`src/rtl/arp_responder.sv`:
```
// GMII-side ARP responder.
// Parses received Ethernet frames byte by byte, accepts ARP requests aimed at
// MY_IP (broadcast or unicast to MY_MAC), verifies the frame FCS and, after an
// inter-frame gap, sends a 72-byte ARP reply (preamble/SFD, 60-byte body, FCS).
// RX and TX share one clock; only one reply can be pending at a time.
module arp_responder #(
  parameter logic [47:0] MY_MAC = 48'h00301ba0a48e,
  parameter logic [31:0] MY_IP  = 32'h0a00150a,
  parameter int          IFG    = 12
) (
  input  logic       clock,
  input  logic       reset_n,
  input  logic       rx_dv,
  input  logic [7:0] rx_data,
  output logic       tx_en,
  output logic [7:0] tx_data,
  output logic       reply_pulse,
  output logic       drop_pulse
);

  typedef enum logic [2:0] {IDLE, RX, DROP, WAIT_IFG, TX} state_t;

  localparam logic [11:0] RX_MIN_LEN  = 12'd72;
  localparam logic [11:0] RX_IDX_MAX  = 12'hFFF;
  localparam logic [6:0]  TX_LEN      = 7'd72;
  localparam logic [7:0]  IFG_LAST    = 8'(IFG - 1);
  localparam logic [31:0] CRC_INIT    = 32'hFFFFFFFF;
  localparam logic [31:0] CRC_POLY_R  = 32'hEDB88320;  // 04C11DB7 bit-reversed
  localparam logic [31:0] CRC_RESIDUE = 32'hC704DD7B;  // in MSB-first bit order

  // Reflected CRC-32 over one byte, data bits taken LSB first.
  function automatic logic [31:0] crc32_byte(input logic [31:0] crc, input logic [7:0] d);
    logic [31:0] r;
    r = crc;
    for (int i = 0; i < 8; i++) begin
      if (r[0] ^ d[i]) r = (r >> 1) ^ CRC_POLY_R;
      else             r = r >> 1;
    end
    return r;
  endfunction

  // The running register is bit-reversed relative to the MSB-first residue.
  function automatic logic [31:0] reflect32(input logic [31:0] v);
    logic [31:0] r;
    for (int i = 0; i < 32; i++) r[i] = v[31 - i];
    return r;
  endfunction

  // Byte i of a MAC (byte 0 = bits [47:40]) / IPv4 address (byte 0 = bits [31:24]).
  function automatic logic [7:0] mac_byte(input logic [47:0] mac, input int i);
    return 8'(mac >> (8 * (5 - i)));
  endfunction

  function automatic logic [7:0] ip_byte(input logic [31:0] ip, input int i);
    return 8'(ip >> (8 * (3 - i)));
  endfunction

  // Fixed-value fields of an ARP request for MY_IP; unchecked bytes pass.
  function automatic logic hdr_ok(input int n, input logic [7:0] d);
    logic ok;
    case (n) inside
      [0:6]:      ok = (d == 8'h55);
      7:          ok = (d == 8'hd5);
      20, 24:     ok = (d == 8'h08);
      21, 26:     ok = (d == 8'h06);
      22, 25, 28: ok = (d == 8'h00);
      23, 29:     ok = (d == 8'h01);
      27:         ok = (d == 8'h04);
      [46:49]:    ok = (d == ip_byte(MY_IP, n - 46));
      default:    ok = 1'b1;
    endcase
    return ok;
  endfunction

  // Reply byte k; the FCS bytes are the complemented CRC, LS byte first.
  function automatic logic [7:0] tx_byte(input int k, input logic [47:0] sha_v,
                                         input logic [31:0] spa_v, input logic [31:0] crc);
    logic [31:0] fcs;
    logic [7:0]  b;
    fcs = ~crc;
    case (k) inside
      [0:6]:      b = 8'h55;
      7:          b = 8'hd5;
      [8:13]:     b = mac_byte(sha_v, k - 8);
      [14:19]:    b = mac_byte(MY_MAC, k - 14);
      20, 24:     b = 8'h08;
      21, 26:     b = 8'h06;
      22, 25, 28: b = 8'h00;
      23:         b = 8'h01;
      27:         b = 8'h04;
      29:         b = 8'h02;
      [30:35]:    b = mac_byte(MY_MAC, k - 30);
      [36:39]:    b = ip_byte(MY_IP, k - 36);
      [40:45]:    b = mac_byte(sha_v, k - 40);
      [46:49]:    b = ip_byte(spa_v, k - 46);
      [68:71]:    b = 8'(fcs >> (8 * (k - 68)));
      default:    b = 8'h00;
    endcase
    return b;
  endfunction

  state_t      state;
  logic [11:0] rx_idx;     // bytes of the current frame received so far
  logic [31:0] rx_crc;
  logic        da_bc;      // destination MAC still matches broadcast
  logic        da_uc;      // destination MAC still matches MY_MAC
  logic        rx_dv_q;
  logic [47:0] sha;
  logic [31:0] spa;
  logic [7:0]  ifg_cnt;
  logic [6:0]  tx_idx;     // index of the next reply byte to launch
  logic [31:0] tx_crc;

  logic        rx_start;
  int          cur_idx;
  logic [31:0] crc_base;
  logic [31:0] rx_crc_next;
  logic        bc_next;
  logic        uc_next;
  logic        byte_ok;
  logic        frame_ok;
  logic [7:0]  tx_next;

  // Per-byte RX evaluation and next reply byte.
  always_comb begin
    // NOTE: every combinational output is given a value on every path (defaults
    // first), otherwise synthesis infers a latch.
    rx_start    = rx_dv && !rx_dv_q;
    cur_idx     = (state == IDLE) ? 0 : int'(rx_idx);
    crc_base    = (state == IDLE) ? CRC_INIT : rx_crc;
    bc_next     = (state == IDLE) ? 1'b1 : da_bc;
    uc_next     = (state == IDLE) ? 1'b1 : da_uc;
    rx_crc_next = crc_base;
    if (cur_idx >= 8) rx_crc_next = crc32_byte(crc_base, rx_data);
    if (cur_idx >= 8 && cur_idx <= 13) begin
      bc_next = bc_next && (rx_data == 8'hff);
      uc_next = uc_next && (rx_data == mac_byte(MY_MAC, cur_idx - 8));
    end
    byte_ok  = hdr_ok(cur_idx, rx_data) && (bc_next || uc_next);
    frame_ok = (rx_idx >= RX_MIN_LEN) && (reflect32(rx_crc) == CRC_RESIDUE);
    tx_next  = tx_byte(int'(tx_idx), sha, spa, tx_crc);
  end

  // Frame FSM: parse/verdict on RX, inter-frame gap, then reply transmission.
  always_ff @(posedge clock or negedge reset_n) begin
    if (!reset_n) begin
      state       <= IDLE;
      rx_idx      <= '0;
      rx_crc      <= CRC_INIT;
      da_bc       <= 1'b0;
      da_uc       <= 1'b0;
      rx_dv_q     <= 1'b0;
      sha         <= '0;
      spa         <= '0;
      ifg_cnt     <= '0;
      tx_idx      <= '0;
      tx_crc      <= CRC_INIT;
      tx_en       <= 1'b0;
      tx_data     <= 8'h00;
      reply_pulse <= 1'b0;
      drop_pulse  <= 1'b0;
    end else begin
      // NOTE: registers use non-blocking assignments so every branch below sees
      // the pre-edge values, matching the flop behaviour.
      reply_pulse <= 1'b0;
      drop_pulse  <= 1'b0;
      rx_dv_q     <= rx_dv;
      case (state)
        IDLE: begin
          tx_en   <= 1'b0;
          tx_data <= 8'h00;
          // Only a fresh rising rx_dv starts a frame, so the tail of a frame
          // that began during WAIT_IFG/TX is never parsed.
          if (rx_start) begin
            rx_idx <= 12'd1;
            rx_crc <= rx_crc_next;
            da_bc  <= bc_next;
            da_uc  <= uc_next;
            state  <= byte_ok ? RX : DROP;
          end
        end
        RX: begin
          if (rx_dv) begin
            rx_idx <= (rx_idx == RX_IDX_MAX) ? rx_idx : rx_idx + 12'd1;
            rx_crc <= rx_crc_next;
            da_bc  <= bc_next;
            da_uc  <= uc_next;
            if (cur_idx >= 30 && cur_idx <= 35) sha <= {sha[39:0], rx_data};
            if (cur_idx >= 36 && cur_idx <= 39) spa <= {spa[23:0], rx_data};
            if (!byte_ok) state <= DROP;
          end else if (frame_ok) begin
            reply_pulse <= 1'b1;
            ifg_cnt     <= '0;
            tx_idx      <= '0;
            tx_crc      <= CRC_INIT;
            state       <= WAIT_IFG;
          end else begin
            drop_pulse <= 1'b1;
            state      <= IDLE;
          end
        end
        DROP: begin
          if (!rx_dv) begin
            drop_pulse <= 1'b1;
            state      <= IDLE;
          end
        end
        WAIT_IFG: begin
          if (ifg_cnt == IFG_LAST) begin
            tx_en   <= 1'b1;
            tx_data <= tx_next;
            tx_idx  <= 7'd1;
            state   <= TX;
          end else begin
            ifg_cnt <= ifg_cnt + 8'd1;
          end
        end
        TX: begin
          if (tx_idx == TX_LEN) begin
            tx_en   <= 1'b0;
            tx_data <= 8'h00;
            state   <= IDLE;
          end else begin
            tx_data <= tx_next;
            tx_idx  <= tx_idx + 7'd1;
            if (tx_idx >= 7'd8 && tx_idx < 7'd68) tx_crc <= crc32_byte(tx_crc, tx_next);
          end
        end
        default: state <= IDLE;
      endcase
    end
  end

endmodule

```
`config.mk`:
```
export PLATFORM = sky130hd
export DESIGN_NAME = arp_responder
export DESIGN_NICKNAME = d
export VERILOG_FILES = /design/src/rtl/arp_responder.sv
export SDC_FILE = /design/constraint.sdc
export NUM_CORES = 1
export LEC_CHECK = 0
export BUFFER_PORTS_ARGS = -buffer_cell sky130_fd_sc_hd__buf_2
export CAP_MARGIN = 20
export CORE_ASPECT_RATIO = 1.75
export CORE_MARGIN = 10
export CORE_UTILIZATION = 58
export CTS_CLUSTER_SIZE = 8
export DETAILED_ROUTE_END_ITERATION = 7
export PLACE_DENSITY = 0.77
export SETUP_SLACK_MARGIN = 0.1
export SYNTH_ARGS = -nofsm -noshare
export SYNTH_HDL_FRONTEND = slang
export SYNTH_SLANG_ARGS = --single-unit
```
`constraint.sdc`:
```
create_clock -name clock -period 4.7 [get_ports clock]
set_clock_uncertainty 0.1 [all_clocks]
set_input_delay 0.705 -clock clock [delete_from_list [all_inputs] [get_ports clock]]
set_output_delay 0.705 -clock clock [all_outputs]
set_load 0.005 [all_outputs]
```
==> run_results.csv <==
group,metric,value,unit
detailed_routing,drt-total-wl,41300,um
setup_path,reg2reg_from,"tx_idx[1]",
floorplan,dieArea,31300,um^2
setup_path,rrSetupSlack,0.18,ns
layout,drive_above_1_share,25.2,%
yosys,synth_most_common_cell,"dfrtp_1",
layout,diodes,0,
clock_tree,cts_buffer_depth,2,
layout,regArea,4790,um^2
detailed_routing,drt_iter0_drc,933,
layout,fin_nets,1532,
setup_path,crit_fanout,12,
run,drv_cap,0,
place,place_congestion,1.12,
setup_path,timing.critical_path.arrival,4.80,ns
clock_tree,cts.sinks,188,
outcome,status,"completed",
detailed_routing,ant_nets,0,
global_route,grt_pass1_vias,12000,
layout,fillCellCount,1973,
place,dp_hpwl,30500,um
sta,rsz0062_at_grt,"true",
clock_tree,cts_max_level,4,
sta,relSlewSlack,33.5,%
yosys,syn_area,14100,um^2
clock_tree,tritoncts,"built",
setup_path,worstPathRequired,4.98,ns
yosys,ys_seq_area_share,33.8,%
yosys,synthCells,1456,
pwr,totalPowerFinal,4.22,mW
detailed_routing,dr.pass1.iters,5,
yosys,yosys_warnings,0,
yosys,avgSynthCellArea,9.72,um^2
detailed_routing,drc,0,
yosys,ys_async_sr_fraction,100,%
floorplan,core,24000,um^2
global_route,antenna_found_initial,0,
sta,hold_viol,0,
global_route,grt_max_degree,119,
yosys,ys_seq_elements,188,
yosys,yosysTopAreaCellShare,21.9,%
layout,area_growth,10.1,%
sta,setup_tns,0,ns
floorplan,chipWidth,138,um
detailed_routing,routed_via_density,6.63,
yosys,synth_nets,1500,
global_route,gr-total-overflow,0,
setup_path,rr_worst_depth,14,
sta,min_period,4.52,ns
yosys,synth.largest_area_cell,"dfrtp_1",
setup_path,worstSetupPathType,"reg2reg",
clock_tree,ctsHoldBuffers,0,
yosys,synthDistinctLibCells,113,
floorplan,die_y,227,um
yosys,netlist_top_cells_count,"dfrtp_1, nor2_1, xnor2_1, nand2_1, mux2_2",
hold_path,holdCritPathClass,"in2async",
sta,clock.fmax,0.221,GHz
pwr,vdd_ir_drop_max,244,uV
global_route,grt.total_usage,26.1,%
pwr,power.density,271,nW/um^2
clock_tree,cts.clk_slew.worst_paths,0.07,ns
setup_path,cp-start-kind,"flop",
sta,tightestPinTransition,0.997,ns
pwr,p_leak,6.55,nW
layout,multi_input_area,8940,um^2
yosys,synth.area.top_cells,"dfrtp_1, dfstp_2, xnor2_1",
sta,post-route-period-util,96.3,%
floorplan,boundaryPins,22,
setup_path,reg2reg_to,"tx_crc[29]",
clock_tree,clock_latency,0.46,ns
sta,setup_viol,0,
detailed_routing,via_count,12000,
yosys,synth_ff_type,"dfrtp_1",
sta,drv_slew,0,
global_route,grt_first_pass_wirelength,65600,um
clock_tree,numCtsBuffers,17,
yosys,synth_edf_count,0,
setup_path,crit_path_end_kind,"flop",
floorplan,num_rows,75,
clock_tree,root_buffer,"clkbuf_16",
place,portBuffers,21,
detailed_routing,wire_per_inst,22.9,um
floorplan,start_util,58.9,%
worst max-delay path, stage by stage (launching register included):
cell	delay, ns
dfrtp_2	0.42
clkinv_2	0.07
buf_4	0.22
ha_1	0.42
a21boi_2	0.16
a2111o_1	0.58
and4_1	0.20
and4b_1	0.28
a211oi_1	0.43
o2111a_1	0.25
or2_1	0.17
nor2_2	0.08
xnor2_2	0.40
xnor3_1	0.47
o22a_1	0.19
cell usage in the layout, fill, tap and decap left out, types with 9 or more instances in the layout:
cell type  count
nor3_1        43
nand2_1      101
a31oi_1       15
nor2b_1       10
a22o_1         9
nand4_1       14
dfstp_2       64
or3_1         11
inv_1         24
clkbuf_16     17
mux2i_1       15
mux4_2        18
nor4_1        12
o31ai_1       12
nor2_1       117
xnor2_1      114
nand3_1       31
buf_4         84
o21ai_0       71
mux2_2        88
dfrtp_1      122
and2_1        11
a211oi_1      11
ha_1          31
xor2_1        44
xnor3_1       12
o21a_1        10
o22a_1        34
buf_2         20
nand2b_1      18
a21oi_1       77
through the flow:
step                      cell area, um^2  hold slack, ns  cells  utilization [%]  setup slack [ns]
after floorplan                     14200           0.309   1456                -             0.138
after global placement              14900           0.364   1774             62.1             0.248
after detailed placement            14900           0.369   1774             62.1             0.164
after CTS                           15500           0.324   1806             64.4             0.130
after global routing                15600           0.362   1809             64.8            0.0837
final                               15600           0.316   1809             64.8             0.175
layout make-up:
| type | count | area share, % |
|---|---|---|
| repair buffers | 108 | 5.21 |
| flip-flops and latches | 188 | 30.7 |
| well taps | 308 | 2.47 |
| clock inverters | 13 | 0.763 |
| clock buffers | 19 | 2.78 |
| inverters | 27 | 0.659 |
| multi-input cells | 1146 | 57.4 |
layer usage:
layer / track usage, % / part of all wire, % / up-vias
li1: - / - / 5417
met4: 17.2 / 7.0 / 0
met5: 0 / 0 / -
met1: 27.6 / 36 / 5897
met3: 3.69 / 4.8 / 186
met2: 47.4 / 52 / 502
repair_timing:
action	4_1_cts	5_1_grt
resized for setup	0	11
hold endpoints to repair	0	0
setup buffers	0	2
endpoints found under the setup margin	0	20
report_power, final:
| group | leakage (nW) | internal (mW) | switching (mW) |
|---|---|---|---|
| clock | 0.274 | 0.734 | 0.652 |
| combinational | 3.92 | 0.435 | 0.680 |
| sequential | 2.36 | 1.66 | 0.0664 |
| total | 6.55 | 2.83 | 1.40 |
worst max path at each step:
stage               startpoint  depth (start not counted)          to
detailed placement   tx_idx[2]                         15  tx_crc[18]
CTS                  tx_idx[2]                         15  tx_crc[18]
global route         tx_idx[3]                         14  tx_crc[17]
floorplan            tx_idx[1]                         17  tx_crc[18]
finish               tx_idx[1]                         14  tx_crc[29]
global placement     tx_idx[2]                         15  tx_crc[18]
sequential cells by signal, summed over array words and instances, names as in the netlist:
signal / flops
da_bc: 1
da_uc: 1
drop_pulse: 1
ifg_cnt: 8
reply_pulse: 1
rx_crc: 32
rx_dv_q: 1
rx_idx: 12
sha: 48
spa: 32
state: 3
tx_crc: 32
tx_data: 8
tx_en: 1
tx_idx: 7
cells by family after synthesis:
logic type | synth area share, %
xor+xnor | 13.5
fa+ha+maj | 2.99
flops | 33.8
simple gates | 16.1
compound gates | 19.0
buf+inv | 3.74
mux | 10.9
Power figures use the tool's default switching activity.
